$ cat config.mk
export PLATFORM = sky130hd
export DESIGN_NAME = pb_input_conditioner
export DESIGN_NICKNAME = d
export VERILOG_FILES = /design/src/rtl/pb_cond_pkg.sv /design/src/rtl/pb_debounce_channel.sv /design/src/rtl/pb_input_conditioner.sv
export SDC_FILE = /design/constraint.sdc
export NUM_CORES = 1
export LEC_CHECK = 0
export BUFFER_PORTS_ARGS = -buffer_cell sky130_fd_sc_hd__buf_2
export CAP_MARGIN = 40
export CORE_AREA = 2 2 201 203
export DETAILED_ROUTE_END_ITERATION = 7
export DIE_AREA = 0 0 203 205
export PLACE_DENSITY = 0.46
export SLEW_MARGIN = 20
export SYNTH_ARGS = -nofsm -noshare
export SYNTH_HDL_FRONTEND = slang
export SYNTH_SLANG_ARGS = --single-unit
$ cat constraint.sdc
create_clock -name M_CLOCK -period 3.86 [get_ports M_CLOCK]
set_input_delay 0.386 -clock M_CLOCK [delete_from_list [all_inputs] [get_ports M_CLOCK]]
set_output_delay 0.386 -clock M_CLOCK [all_outputs]
set_load 0.05 [all_outputs]
$ cat src/rtl/pb_cond_pkg.sv
// Shared constants and helpers for the pushbutton input conditioner.
// Cycle defaults assume a 50 MHz M_CLOCK.
package pb_cond_pkg;

    localparam int unsigned CLK_HZ                = 50_000_000;
    localparam int unsigned DEF_DEBOUNCE_CYCLES   = CLK_HZ / 100;  // 10 ms
    localparam int unsigned DEF_LONG_PRESS_CYCLES = CLK_HZ;        // 1 s
    localparam int unsigned DEF_REPEAT_CYCLES     = CLK_HZ / 4;    // 0.25 s

    // Counter width able to hold the value 'limit' without wrapping.
    function automatic int cntWidth(input int unsigned limit);
        return $clog2(limit) + 1;
    endfunction

endpackage

$ cat src/rtl/pb_debounce_channel.sv
// One pushbutton channel: 2-flop synchronizer, debounce, press/release
// pulses, long-press detection and optional auto-repeat.
// Auto-repeat is built only when PB_AUTOREPEAT_EN is defined; otherwise
// pbRepeat is tied low and no repeat counter exists.
module pb_debounce_channel
    import pb_cond_pkg::*;
#(
    parameter int unsigned DEBOUNCE_CYCLES   = DEF_DEBOUNCE_CYCLES,
    parameter int unsigned LONG_PRESS_CYCLES = DEF_LONG_PRESS_CYCLES,
    parameter int unsigned REPEAT_CYCLES     = DEF_REPEAT_CYCLES
) (
    input  logic M_CLOCK,
    input  logic M_RESET_N,
    input  logic pbRaw,
    input  logic suppress,
    output logic pbLevel,
    output logic pbPress,
    output logic pbRelease,
    output logic pbLong,
    output logic pbRepeat
);

    localparam int DB_W   = cntWidth(DEBOUNCE_CYCLES);
    localparam int HOLD_W = cntWidth(LONG_PRESS_CYCLES);

    localparam logic [DB_W-1:0]   DB_LAST   = DB_W'(DEBOUNCE_CYCLES - 1);
    localparam logic [HOLD_W-1:0] HOLD_LONG = HOLD_W'(LONG_PRESS_CYCLES - 1);
    localparam logic [HOLD_W-1:0] HOLD_MAX  = HOLD_W'(LONG_PRESS_CYCLES);

    logic              syncMeta;
    logic              syncQ;
    logic [DB_W-1:0]   dbCnt;
    logic [HOLD_W-1:0] holdCnt;
    logic              differs;
    logic              accept;
    logic              levelNext;

    // Two-flop synchronizer for the asynchronous pin.
    always_ff @(posedge M_CLOCK or negedge M_RESET_N) begin
        if (!M_RESET_N) begin
            syncMeta <= 1'b0;
            syncQ    <= 1'b0;
        end else begin
            syncMeta <= pbRaw;
            syncQ    <= syncMeta;
        end
    end

    // Accept the synchronized level once it has disagreed for DEBOUNCE_CYCLES.
    always_comb begin
        differs   = syncQ ^ pbLevel;
        accept    = differs && (dbCnt == DB_LAST);
        levelNext = pbLevel ^ accept;
    end

    // Debounce counter, accepted level and the registered edge pulses.
    always_ff @(posedge M_CLOCK or negedge M_RESET_N) begin
        if (!M_RESET_N) begin
            dbCnt     <= '0;
            pbLevel   <= 1'b0;
            pbPress   <= 1'b0;
            pbRelease <= 1'b0;
        end else begin
            if (!differs || accept) begin
                dbCnt <= '0;
            end else begin
                dbCnt <= dbCnt + 1'b1;
            end
            pbLevel   <= levelNext;
            pbPress   <= accept & ~pbLevel;
            pbRelease <= accept &  pbLevel;
        end
    end

    // Cycles held since acceptance (0 in the acceptance cycle), saturating.
    always_ff @(posedge M_CLOCK or negedge M_RESET_N) begin
        if (!M_RESET_N) begin
            holdCnt <= '0;
        end else if (!levelNext || !pbLevel) begin
            holdCnt <= '0;
        end else if (holdCnt != HOLD_MAX) begin
            holdCnt <= holdCnt + 1'b1;
        end
    end

    assign pbLong = pbLevel & (holdCnt == HOLD_LONG) & ~suppress;

`ifdef PB_AUTOREPEAT_EN
    localparam int REP_W = cntWidth(REPEAT_CYCLES);
    localparam logic [REP_W-1:0] REP_LAST = REP_W'(REPEAT_CYCLES);

    logic [REP_W-1:0] repCnt;

    // Repeat phase runs 1..REPEAT_CYCLES from the long-press cycle onward.
    always_ff @(posedge M_CLOCK or negedge M_RESET_N) begin
        if (!M_RESET_N) begin
            repCnt <= '0;
        end else if (!levelNext || !pbLevel || (holdCnt < HOLD_LONG)) begin
            repCnt <= '0;
        end else if (repCnt == REP_LAST) begin
            repCnt <= REP_W'(1);
        end else begin
            repCnt <= repCnt + 1'b1;
        end
    end

    assign pbRepeat = pbLevel & (repCnt == REP_LAST) & ~suppress;
`else
    // REPEAT_CYCLES is still referenced so both builds share one interface.
    assign pbRepeat = (REPEAT_CYCLES == 0) & 1'b0;
`endif

endmodule

$ cat src/rtl/pb_input_conditioner.sv
// Pushbutton input conditioner: one debounce channel per button plus the
// two-button chord detector that gates long/repeat pulses of its buttons.
// Optional auto-repeat in the channels is enabled by PB_AUTOREPEAT_EN.
module pb_input_conditioner
    import pb_cond_pkg::*;
#(
    parameter int unsigned NUM_PB            = 4,
    parameter int unsigned DEBOUNCE_CYCLES   = DEF_DEBOUNCE_CYCLES,
    parameter int unsigned LONG_PRESS_CYCLES = DEF_LONG_PRESS_CYCLES,
    parameter int unsigned REPEAT_CYCLES     = DEF_REPEAT_CYCLES,
    parameter int unsigned CHORD_A           = 0,
    parameter int unsigned CHORD_B           = 3
) (
    input  logic              M_CLOCK,
    input  logic              M_RESET_N,
    input  logic [NUM_PB-1:0] IO_PB,
    output logic [NUM_PB-1:0] pb_level,
    output logic [NUM_PB-1:0] pb_press,
    output logic [NUM_PB-1:0] pb_release,
    output logic [NUM_PB-1:0] pb_long,
    output logic [NUM_PB-1:0] pb_repeat,
    output logic              chord
);

    logic chordNow;
    logic chordPrev;
    logic suppFlag;
    logic suppressChord;

    // Chord edge and suppression: held from chord until both buttons are up.
    always_comb begin
        chordNow      = pb_level[CHORD_A] & pb_level[CHORD_B];
        chord         = chordNow & ~chordPrev;
        suppressChord = chordNow | (suppFlag & (pb_level[CHORD_A] | pb_level[CHORD_B]));
    end

    // Chord history and the sticky suppression flag.
    always_ff @(posedge M_CLOCK or negedge M_RESET_N) begin
        if (!M_RESET_N) begin
            chordPrev <= 1'b0;
            suppFlag  <= 1'b0;
        end else begin
            chordPrev <= chordNow;
            if (chordNow) begin
                suppFlag <= 1'b1;
            end else if (!pb_level[CHORD_A] && !pb_level[CHORD_B]) begin
                suppFlag <= 1'b0;
            end
        end
    end

    for (genvar i = 0; i < NUM_PB; i++) begin : gChan
        pb_debounce_channel #(
            .DEBOUNCE_CYCLES   (DEBOUNCE_CYCLES),
            .LONG_PRESS_CYCLES (LONG_PRESS_CYCLES),
            .REPEAT_CYCLES     (REPEAT_CYCLES)
        ) uChan (
            .M_CLOCK   (M_CLOCK),
            .M_RESET_N (M_RESET_N),
            .pbRaw     (IO_PB[i]),
            .suppress  (((i == CHORD_A) || (i == CHORD_B)) ? suppressChord : 1'b0),
            .pbLevel   (pb_level[i]),
            .pbPress   (pb_press[i]),
            .pbRelease (pb_release[i]),
            .pbLong    (pb_long[i]),
            .pbRepeat  (pb_repeat[i])
        );
    end

endmodule

==> run_results.csv <==
group,metric,value,unit
yosys,synth_edf_count,0,
timing,hold_viol_final,0,
cells_and_area,final_area,0.0124,sq mm
setup_path,slowest_stage,"or4b_2",
clock_network,clk_latency,0.55,ns
power,p_leak,4.52,nW
timing,period_share,0.831,
timing,setup_violations,0,
clock_network,cts.repair.resized,0,
grt,antenna_found_initial,0,
yosys,ys_ff_latch,210,
timing,fmaxAchievable,312,MHz
die,fp.dieH,205,um
clock_network,htree_num_levels,1,
yosys,ys_types,52,
drt,drt_wl_total,23000,um
cells_and_area,fin_cells,1687,
min_path,hold_path.class,"flip-flop to flip-flop",
cells_and_area,nets,1162,
yosys,synth_cells,1128,
clock_network,cts_sinks,210,
timing,period_needed,3.21,ns
timing,fin_setup_tns,0,ns
drt,drtIter0Drc,333,
flow_run,drv_cap,0,
setup_path,endpoint_kind,"output pin",
placement,dp.cells,1634,
timing,tightestPinTransition,0.881,ns
drt,post_drt_wl_per_cell,13.6,um
yosys,ys_warn_count,0,
setup_path,crit_path_max_incr_delay,0.63,ns
yosys,synth.most_common_cell,"dfrtp_1",
die,pin_count,27,
setup_path,worst-path-max-fanout,7,
setup_path,critPathRequiredTime,3.47,ns
die,start_util,0.279,
setup_path,setup.worst_path.start_class,"flip-flop",
yosys,yosys-top-cells-area,"dfrtp_1 48%, xnor2_1 5.6%, nor2_1 4.0%",
yosys,ys_async_sr_fraction,1.00,
power,peakVddDrop,0.000239,V
drt,ant_nets,0,
yosys,ys.flop_type,"dfrtp_1",
clock_network,cts_buffers,26,
placement,dpl-instance-area,0.0115,sq mm
clock_network,post_cts_buffers,0,
die,dieArea,0.0416,sq mm
status,status,"completed",
drt,drc,0,
yosys,synth_top_area_share,0.479,
cells_and_area,drive_gt1_frac,0.0955,
yosys,yosysSeqAreaShare,0.479,
drt,num_vias,8248,
placement,place_congestion,0.742,
setup_path,path_class,"flip-flop to output pin",
yosys,syn_avg_cell_area,9.72,sq um
setup_path,cp_cell_sequence,"inv_1 > ha_1 > inv_1 > a21oi_1 > or4b_2 > nor4_1 > buf_2",
die,core-area,0.0394,sq mm
cells_and_area,antenna_cells,0,
yosys,syn-cell-area,0.0110,sq mm
placement,portBuffers,22,
grt,grt_pass1_wl,40200,um
placement,place_hpwl,15000,um
power,powerDensity,382,mW/mm^2
timing,relSlewSlack,0.412,
timing,slew_violations,0,
grt,globalRouteOverflowTotal,0,
setup_path,cp_data_arrival_time,2.82,ns
clock_network,cts_root_buf,"clkbuf_16",
clock_network,clockBufferDepth,3,
yosys,ys_top_cells_by_count,"210 x dfrtp_1, 116 x nor2_1, 77 x a21oi_1, 72 x nand3_1, 70 x xnor2_1",
drt,routed_via_density,4.89,
grt,grt_use_total,0.113,
timing,clock_skew,0.0238,ns
grt,first_global_vias,8135,
drt,drt-pass1-iter-count,4,
die,die_w,203,um
die,rows,73,
clock_network,clkTransAtPathRegs,0.06,ns
cells_and_area,area_delta_synth_final,13.1,%
timing,rsz0062_at_grt,"no",
setup_path,path_common_cell,"inv_1",
clock_network,tritoncts,"yes",
yosys,synth_top_area_cell,"dfrtp_1",
grt,grt_max_degree,111,
-- cell families after synthesis --
kind of cell / synth area share
AO/OA/AOI/OAI: 0.0974
XOR/XNOR: 0.0799
flip-flops: 0.479
other: 0.000342
multiplexers: 0.00513
adder cells (fa/ha/maj): 0.0160
AND/OR/NAND/NOR: 0.278
buffers and inverters: 0.0440
-- where the power goes --
group	total (mW)	switching, mW	internal [mW]
clock	2.40	0.949	1.45
sequential	2.23	0.0159	2.22
combinational	0.100	0.0763	0.0239
-- through the flow --
stage               setup slack, ns  hold slack, ns  utilization  power, mW
global placement               1.05           0.333        0.292       2.37
global route                  0.404           0.357        0.315       4.95
CTS                           0.478           0.349        0.315       4.85
floorplan                      1.65          0.0904            -       2.31
finish                        0.650           0.345        0.315       4.74
detailed placement             1.06           0.336        0.292       2.37
-- worst max-delay path, delay by kind of cell (launching register included) --
kind | cells | cell delay [ns]
buffers and inverters | 3 | 0.53
AO/OA/AOI/OAI | 1 | 0.15
adder cells (fa/ha/maj) | 1 | 0.15
flip-flops | 1 | 0.47
AND/OR/NAND/NOR | 2 | 0.98
-- worst paths after layout --
| kind | depth (start not counted) | endpoint | start | slack, ns |
|---|---|---|---|---|
| min in group asynchronous | 2 | gChan[3].uChan.dbCnt[9]$_DFF_PN0_ | M_RESET_N | 0.50 |
| max in group asynchronous | 3 | gChan[0].uChan.holdCnt[9]$_DFFE_PN0P_ | M_RESET_N | 2.31 |
| setup / recovery | 7 | pb_long[0] | flip-flop | 0.65 |
| hold / removal | 0 | gChan[2].uChan.syncQ$_DFF_PN0_ | gChan[2].uChan.syncMeta$_DFF_PN0_ | 0.35 |
| hold reg to reg | 0 | gChan[2].uChan.syncQ$_DFF_PN0_ | gChan[2].uChan.syncMeta$_DFF_PN0_ | 0.35 |
| setup reg to reg | 5 | gChan[3].uChan.holdCnt[22]$_DFFE_PN0P_ | gChan[3].uChan.holdCnt[0]$_DFFE_PN0P_ | 1.58 |
-- state kept, by name, summed over array words and instances (netlist names), named ones only --
register               flops
chordPrev                  1
gChan.uChan.pbRelease      4
gChan.uChan.holdCnt      108
suppFlag                   1
gChan.uChan.pbPress        4
gChan.uChan.syncMeta       4
gChan.uChan.dbCnt         80
gChan.uChan.syncQ          4
-- layout by cell type, fill, tap and decap left out, types with 3 or more instances in the layout --
master         netlist  layout
inv_1               40      40
clkbuf_1            13       9
and2_1               4       4
xnor2_1             70      70
nand2_1             54      54
conb_1               1       4
or4_4               10      10
o41ai_4              3       3
or4_1               36      36
o31ai_2              3       3
ha_1                14      14
clkinv_2             0       6
and3_1              18      18
clkbuf_16            0      26
nor4_1              27      27
nor2_1             116     116
or3_1               47      47
mux2_2               3       3
clkbuf_8             0       4
dfrtp_1            210     210
a21oi_1             77      77
nand4_1             43      43
nor4b_1             13      13
dlygate4sd3_1        0       5
a21oi_2              4       4
o31ai_1             30      30
o21ai_0             50      50
nand4_2              3       3
nand3_1             72      72
nor3b_1             10      10
nor3_1              35      35
nor4bb_1             7       7
xor2_1              30      30
buf_2               20      21
and4_1              14      14
buf_4               20      12
-- layout make-up --
| type | instances | area, sq um |
|---|---|---|
| Tap cell | 525 | 657 |
| Multi-Input combinational cell | 825 | 5240 |
| Timing Repair Buffer | 39 | 260 |
| Clock inverter | 9 | 106 |
| Fill cell | 4037 | 27000 |
| Clock buffer | 39 | 739 |
| Inverter | 40 | 150 |
| Sequential cell | 210 | 5260 |
-- repair_timing --
action / in CTS / in global routing
setup endpoints to repair: 0 / 0
hold endpoints to repair: 109 / 0
hold buffers: 5 / 0
-- layer usage --
metal / wire (um) / GRT usage / part of all wire
met1: 11300 / 0.153 / 0.49
met2: 10700 / 0.190 / 0.47
met3: 586 / 0.0162 / 0.025
met4: 452 / 0.0331 / 0.020
met5: 0 / 0 / 0
No activity file was read; power rests on OpenSTA's default activity.
